## src/rtl/wptr_full_ctrl.sv

```systemverilog
// wptr_full_ctrl: write-domain pointer, full/almost-full/level flags and sticky overflow for a dual-clock FIFO.
module bin2gray #(
  parameter int W = 5
) (
  input  logic [W-1:0] bin,
  output logic [W-1:0] gray
);
  assign gray = bin ^ (bin >> 1);
endmodule

module wptr_full_ctrl #(
  parameter int ADDRSIZE  = 4,
  parameter int AF_MARGIN = 1
) (
  input  logic                wclk,
  input  logic                wrst_n,
  input  logic                winc,
  input  logic [ADDRSIZE:0]   wq2_rptr,
  input  logic                err_clr,
  output logic                wen,
  output logic [ADDRSIZE-1:0] waddr,
  output logic [ADDRSIZE:0]   wptr,
  output logic                wfull,
  output logic                walmost,
  output logic [ADDRSIZE:0]   wlevel,
  output logic                woverflow
);
  localparam int A = ADDRSIZE;
  localparam logic [A:0] AF_TH = (A+1)'((2**A) - AF_MARGIN);
  logic [A:0] wbin, wbinnext, wgraynext, rbin, lvlnext, full_ptr;
  assign wen      = winc & ~wfull;
  assign waddr    = wbin[A-1:0];
  assign wbinnext = wbin + {{A{1'b0}}, wen};
  bin2gray #(.W(A+1)) u_b2g (.bin(wbinnext), .gray(wgraynext));
  // Each binary bit is the XOR of all Gray bits from the MSB down to it
  for (genvar g = 0; g <= A; g++) begin : g_g2b
    assign rbin[g] = ^wq2_rptr[A:g];
  end
  assign lvlnext  = wbinnext - rbin;
  assign full_ptr = {~wq2_rptr[A:A-1], wq2_rptr[A-2:0]};
  always_ff @(posedge wclk or negedge wrst_n)
    if (!wrst_n) begin
      wbin      <= '0;
      wptr      <= '0;
      wfull     <= 1'b0;
      walmost   <= 1'b0;
      wlevel    <= '0;
      woverflow <= 1'b0;
    end else begin
      wbin      <= wbinnext;
      wptr      <= wgraynext;
      wfull     <= wgraynext == full_ptr;
      wlevel    <= lvlnext;
      walmost   <= lvlnext >= AF_TH;
      woverflow <= (winc & wfull) | (woverflow & ~err_clr);
    end
endmodule
```

## config.mk

```make
export PLATFORM = sky130hd
export DESIGN_NAME = wptr_full_ctrl
export DESIGN_NICKNAME = d
export VERILOG_FILES = /design/src/rtl/wptr_full_ctrl.sv
export SDC_FILE = /design/constraint.sdc
export NUM_CORES = 1
export LEC_CHECK = 0
export CORE_MARGIN = 4
export CORE_UTILIZATION = 35
export DETAILED_ROUTE_END_ITERATION = 8
export PLACE_DENSITY_LB_ADDON = 0.3
export SLEW_MARGIN = 10
export SYNTH_ARGS = -nofsm -noshare
export SYNTH_HDL_FRONTEND = slang
export SYNTH_SLANG_ARGS = --single-unit
```

## constraint.sdc

```tcl
create_clock -name wclk -period 5.2 [get_ports wclk]
set_input_delay 1.04 -clock wclk [delete_from_list [all_inputs] [get_ports wclk]]
set_output_delay 1.04 -clock wclk [all_outputs]
set_load 0.01 [all_outputs]
```

## Yosys cells after proc, flatten, opt, wreduce, memory -nomap -nowiden

Cells that the tools add are included.

| storage, ports and cells | value |
|---|---|
| flip-flop bits (word level) | 18 |
| logic and storage cells | 22 |

| operators by class | value |
|---|---|
| $lt $le $gt $ge | 1 |
| bitwise logic cells | 8 |
| equality and inequality tests | 1 |
| reductions and logical operators | 4 |
| $add $sub $neg | 2 |

Operators by type and width:

| cell | number |
|---|---|
| adder 5 x 1 -> 5 bit | 1 |
| equality test 5 bit | 1 |
| greater-or-equal comparator 5 x 4 -> 1 bit (second input constant) | 1 |
| parity 5 bit | 1 |
| subtractor 5 bit | 1 |
| XOR 5 x 4 -> 5 bit | 1 |
| parity 4 bit | 1 |
| AND 1 bit | 3 |
| parity 3 bit | 1 |
| NOT 1 bit | 2 |
| NOT 2 bit | 1 |
| parity 2 bit | 1 |
| OR 1 bit | 1 |

## Longest topological paths before layout

| depth | value |
|---|---|
| depth after elaboration | 5 |
| depth in mapped cells | 10 |
| depth with buffers taken out | 10 |

## Hierarchy

From an unflattened synthesis, not the netlist that was laid out.

| second synthesis, totals | value |
|---|---|
| cells, all modules | 72 |
| area total of the unflattened synthesis | 910.9 um^2 |

Modules (own cells, without submodules):

| module | times used | area each (um^2) | cells each |
|---|---|---|---|
| wptr_full_ctrl | 1 | 868.3 | 67 |
| bin2gray | 1 | 42.5 | 5 |

## Least setup slack after synthesis

OpenSTA, ideal clock, no wires.

| timing path | value |
|---|---|
| path type | input-to-reg |
| from | input wq2_rptr[4] |
| to | register walmost |
| library setup time | 0.116 ns |
| path slack | 2.128 ns |
| arrival time | 2.956 ns |
| path buffers | 0 |
| stages | 9 |
| cells stage by stage | xnor2_1 xor2_1 xor2_1 xnor2_1 ha_1 fa_1 xnor2_1 nand3_1 o311ai_0 |

| between the ends | value |
|---|---|
| cells in the longest elaborated chain, start to end | 3 |
| elaborated cells on any way between the ends | 6 |

RTL lines:

| what | RTL line | source |
|---|---|---|
| start: declaration | 18 | `input logic [ADDRSIZE:0] wq2_rptr,` |
| parity 5 bit, or another cell as far along | 37 | `assign rbin[g] = ^wq2_rptr[A:g];` |
| subtractor 5 bit * | 39 | `assign lvlnext = wbinnext - rbin;` |
| named net lvlnext[2] | 30 | `logic [A:0] wbin, wbinnext, wgraynext, rbin, lvlnext, full_ptr;` |
| greater-or-equal comparator 5 x 4 -> 1 bit * | 54 | `walmost <= lvlnext >= AF_TH;` |
| end signal: assignment | 46 | `walmost <= 1'b0;` |
| end signal: assignment | 54 |  |
| end: declaration | 24 | `output logic walmost,` |

Mark *: on every way through the listed nets, which the timed path passes. The rest lies on a longest branch.

## Worst setup path after layout

| timing path | value |
|---|---|
| from | input wq2_rptr[3] |
| to | register walmost |

The elaborated chain is that of the path after synthesis.

==> results.py <==
metrics = {
    "cts": {
        "clock-sinks": 17,
        "cts.repair.resized": 0,
        "cts_tree": "built",
        "cts_made_buffers": 3,
        "holdBufCountCts": 0,
        "post_cts_buffers": 0,
        "clock_path_buffers": 2,
        "clk_pin_slew_worst_paths_ns": 0.11,
        "cts_max_level": 1,
        "clkLatencyLatePin_ns": 0.29,
        "cts-root-buf": "clkbuf_4",
    },
    "power": {
        "switching_share_pct": 39.3,
        "comb_power_share_pct": 62.5,
        "power_mw": 0.866,
        "p_int_mw": 0.525,
        "power.share.clock_pct": 8.5,
        "leakage_nw": 0.566,
        "p_per_area_mw_per_mm2": 683,
        "p_sw_mw": 0.341,
        "p_seq_share_pct": 29.0,
        "irDropWorstVdd_mv": 0.356,
    },
    "place": {
        "routabilityCongestion": 0.746,
        "hpwlAfterDp_um": 1480,
        "dp_cells": 136,
        "portBuffers": 26,
        "dpl_cell_area_mm2": 0.00124,
    },
    "floorplan": {
        "num_rows": 18,
        "fp.dieArea_mm2": 0.00363,
        "initial_core_util_pct": 37.5,
        "core_region_area_mm2": 0.00254,
        "io_pins": 27,
        "die_h_um": 60.2,
        "die_w_um": 60.2,
    },
    "yosys": {
        "synth.area.top_cells": "dfrtp_1 45%, xnor2_1 8.3%, ha_1 7.9%",
        "ys_warn_count": 0,
        "synth.most_common_cell": "dfrtp_1",
        "syn_nets": 99,
        "synth_enable_flop_cells": 0,
        "synth_largest_area_cell": "dfrtp_1",
        "yosys_register_bits": 17,
        "synthDistinctLibCells": 25,
        "yosys.area.top_type_share_pct": 44.6,
        "synth-async-reset-ratio_pct": 100,
        "avgSynthCellArea_um2": 11.5,
        "synthCells": 83,
        "ys_seq_area_share_pct": 44.6,
        "netlist_area_um2": 955,
        "synth_common_cells": "17 x dfrtp_1, 9 x xnor2_1, 8 x inv_1",
        "synth_ff_type": "dfrtp_1",
    },
    "worst_setup_path": {
        "worstPathArrival_ns": 3.68,
        "worstPathBufferInverterCount": 1,
        "ff2ff_path_depth": 9,
        "crit_family": "XOR/XNOR gates",
        "end_kind": "register",
        "critPathMaxFanout": 3,
        "critPathLaunchType": "input port",
        "cp.required_ns": 5.39,
        "startpoint": "wq2_rptr[3]",
        "cp_slowest_cell": "clkdlybuf4s50_1",
        "crit_top_cell": "xnor2_1",
        "setup.worst_path.class": "input port to register",
        "cpPeakStageDelay_ns": 0.45,
        "r2r-end": "walmost",
        "path_cells": "clkdlybuf4s50_1, xnor2_1, xor2_1, xor2_1, xnor2_1, ha_1, fa_1, xnor2_1, nand3_1, o311ai_0",
        "r2r_start": "wfull",
        "rrSetupSlack_ns": 2.65,
    },
    "min_path": {
        "hold_end": "woverflow",
        "hp-start": "wfull",
        "holdCritPathClass": "register to register",
        "min_path_cells": 2,
    },
    "routing": {
        "dr.pass1.iters": 3,
        "drc": 0,
        "drt_iter0_drc": 2,
        "antenna_left": 0,
        "vias": 677,
        "wl_per_cell_um": 12.9,
        "drt_wl_total_um": 1800,
        "viasPerCell": 4.84,
    },
    "timing": {
        "rsz0062_at_grt": "false",
        "min_period_ns": 3.49,
        "max_freq_mhz": 286,
        "period_share_pct": 67.2,
        "finalHoldViolations": 0,
        "setup-violations-final": 0,
        "setup_tns_ns": 0,
        "worst_pin_slew_ns": 0.773,
        "slew_violations": 0,
        "fin_skew_ns": 0.00828,
        "max_slew_margin_pct": 48.3,
    },
    "job": {
        "max-cap-violations": 0,
    },
    "final_layout": {
        "antenna_cells": 0,
        "final_cells": 140,
        "layout.nets": 127,
        "final_area_mm2": 0.00127,
        "drive_gt1_share_pct": 5.45,
        "syn2layout_area_growth_pct": 32.8,
    },
    "grt": {
        "grt.total_usage_pct": 11.2,
        "grt_pass1_vias": 656,
        "gr-total-overflow": 0,
        "grt_pass1_wl_um": 2910,
        "antenna_found_initial": 0,
        "grt_max_degree": 18,
    },
    "run_status": {
        "status": "finished clean",
    },
}
-- power groups by stage --
stage          combinational (mW)  clock [mW]  sequential [mW]
5_1_grt                     0.598      0.0826            0.262
6_report                    0.541      0.0738            0.251
3_5_place_dp                0.548           0            0.256
4_1_cts                     0.550      0.0758            0.253
2_1_floorplan               0.337           0            0.266
3_3_place_gp                0.538           0            0.253
-- worst max path at each step --
stage / endpoint / depth (start not counted)
detailed placement: walmost / 10
global placement: walmost / 10
global route: walmost / 10
floorplan: walmost / 9
finish: walmost / 10
CTS: walmost / 10
-- sequential cells by signal (all words and copies together) (netlist names) --
signal,flops
wbin,5
wlevel,5
wptr,4
walmost,1
wfull,1
woverflow,1
-- cells in the final DEF, fill, tap and decap left out --
| cell | n |
|---|---|
| clkinvlp_4 | 1 |
| o21ai_0 | 4 |
| a21oi_2 | 1 |
| a31oi_1 | 1 |
| dfrtp_1 | 17 |
| inv_1 | 8 |
| or3_1 | 2 |
| o21a_1 | 1 |
| nand2_1 | 2 |
| and4b_1 | 1 |
| a21boi_0 | 3 |
| nor2_1 | 2 |
| nor3b_1 | 1 |
| fa_1 | 1 |
| a21o_1 | 1 |
| a211o_1 | 1 |
| and3_2 | 1 |
| clkdlybuf4s50_1 | 26 |
| nand3_1 | 4 |
| xnor2_1 | 9 |
| nor2b_1 | 3 |
| xor2_1 | 7 |
| o311ai_0 | 1 |
| clkbuf_4 | 3 |
| ha_1 | 6 |
| xnor3_1 | 3 |
-- logic make-up after synthesis --
logic type	count (synthesis)	share of synthesized area, %
buf+inv	11	4.72
flops	17	44.6
compound gates	13	9.44
simple gates	16	9.57
xor+xnor	19	21.8
fa+ha+maj	7	9.96
-- cell type report --
cell class	instances	area, µm²
Clock buffer	3	22.5
Clock inverter	1	7.51
Fill cell	239	1280
Inverter	8	30.0
Multi-Input combinational cell	55	484
Sequential cell	17	425
Tap cell	30	37.5
Timing Repair Buffer	26	260
-- per-stage QoR --
stage	hold WS (ns)	setup WS (ns)	utilization, %
2_1_floorplan	0.531	2.13	-
3_3_place_gp	0.506	1.50	48.6
3_5_place_dp	0.512	1.38	48.6
4_1_cts	0.528	1.68	49.8
5_1_grt	0.586	1.49	49.8
6_report	0.517	1.71	49.8
-- tightest hold or removal path, delay by kind of cell (launching register included) --
kind / cells / cell delay, ns
DFF: 1 / 0.37
and+or+nand+nor: 1 / 0.06
AOI/OAI and AO/OA: 1 / 0.06
-- metal layers --
| layer | global-route usage (%) | wire length (µm) | vias to the layer above |
|---|---|---|---|
| met5 | 0 | 0 | - |
| met4 | 5.70 | 46 | 0 |
| met3 | 2.81 | 90 | 5 |
| met2 | 18.8 | 878 | 18 |
| met1 | 13.0 | 786 | 321 |
| li1 | - | - | 333 |
No activity file was read; power rests on OpenSTA's default activity.
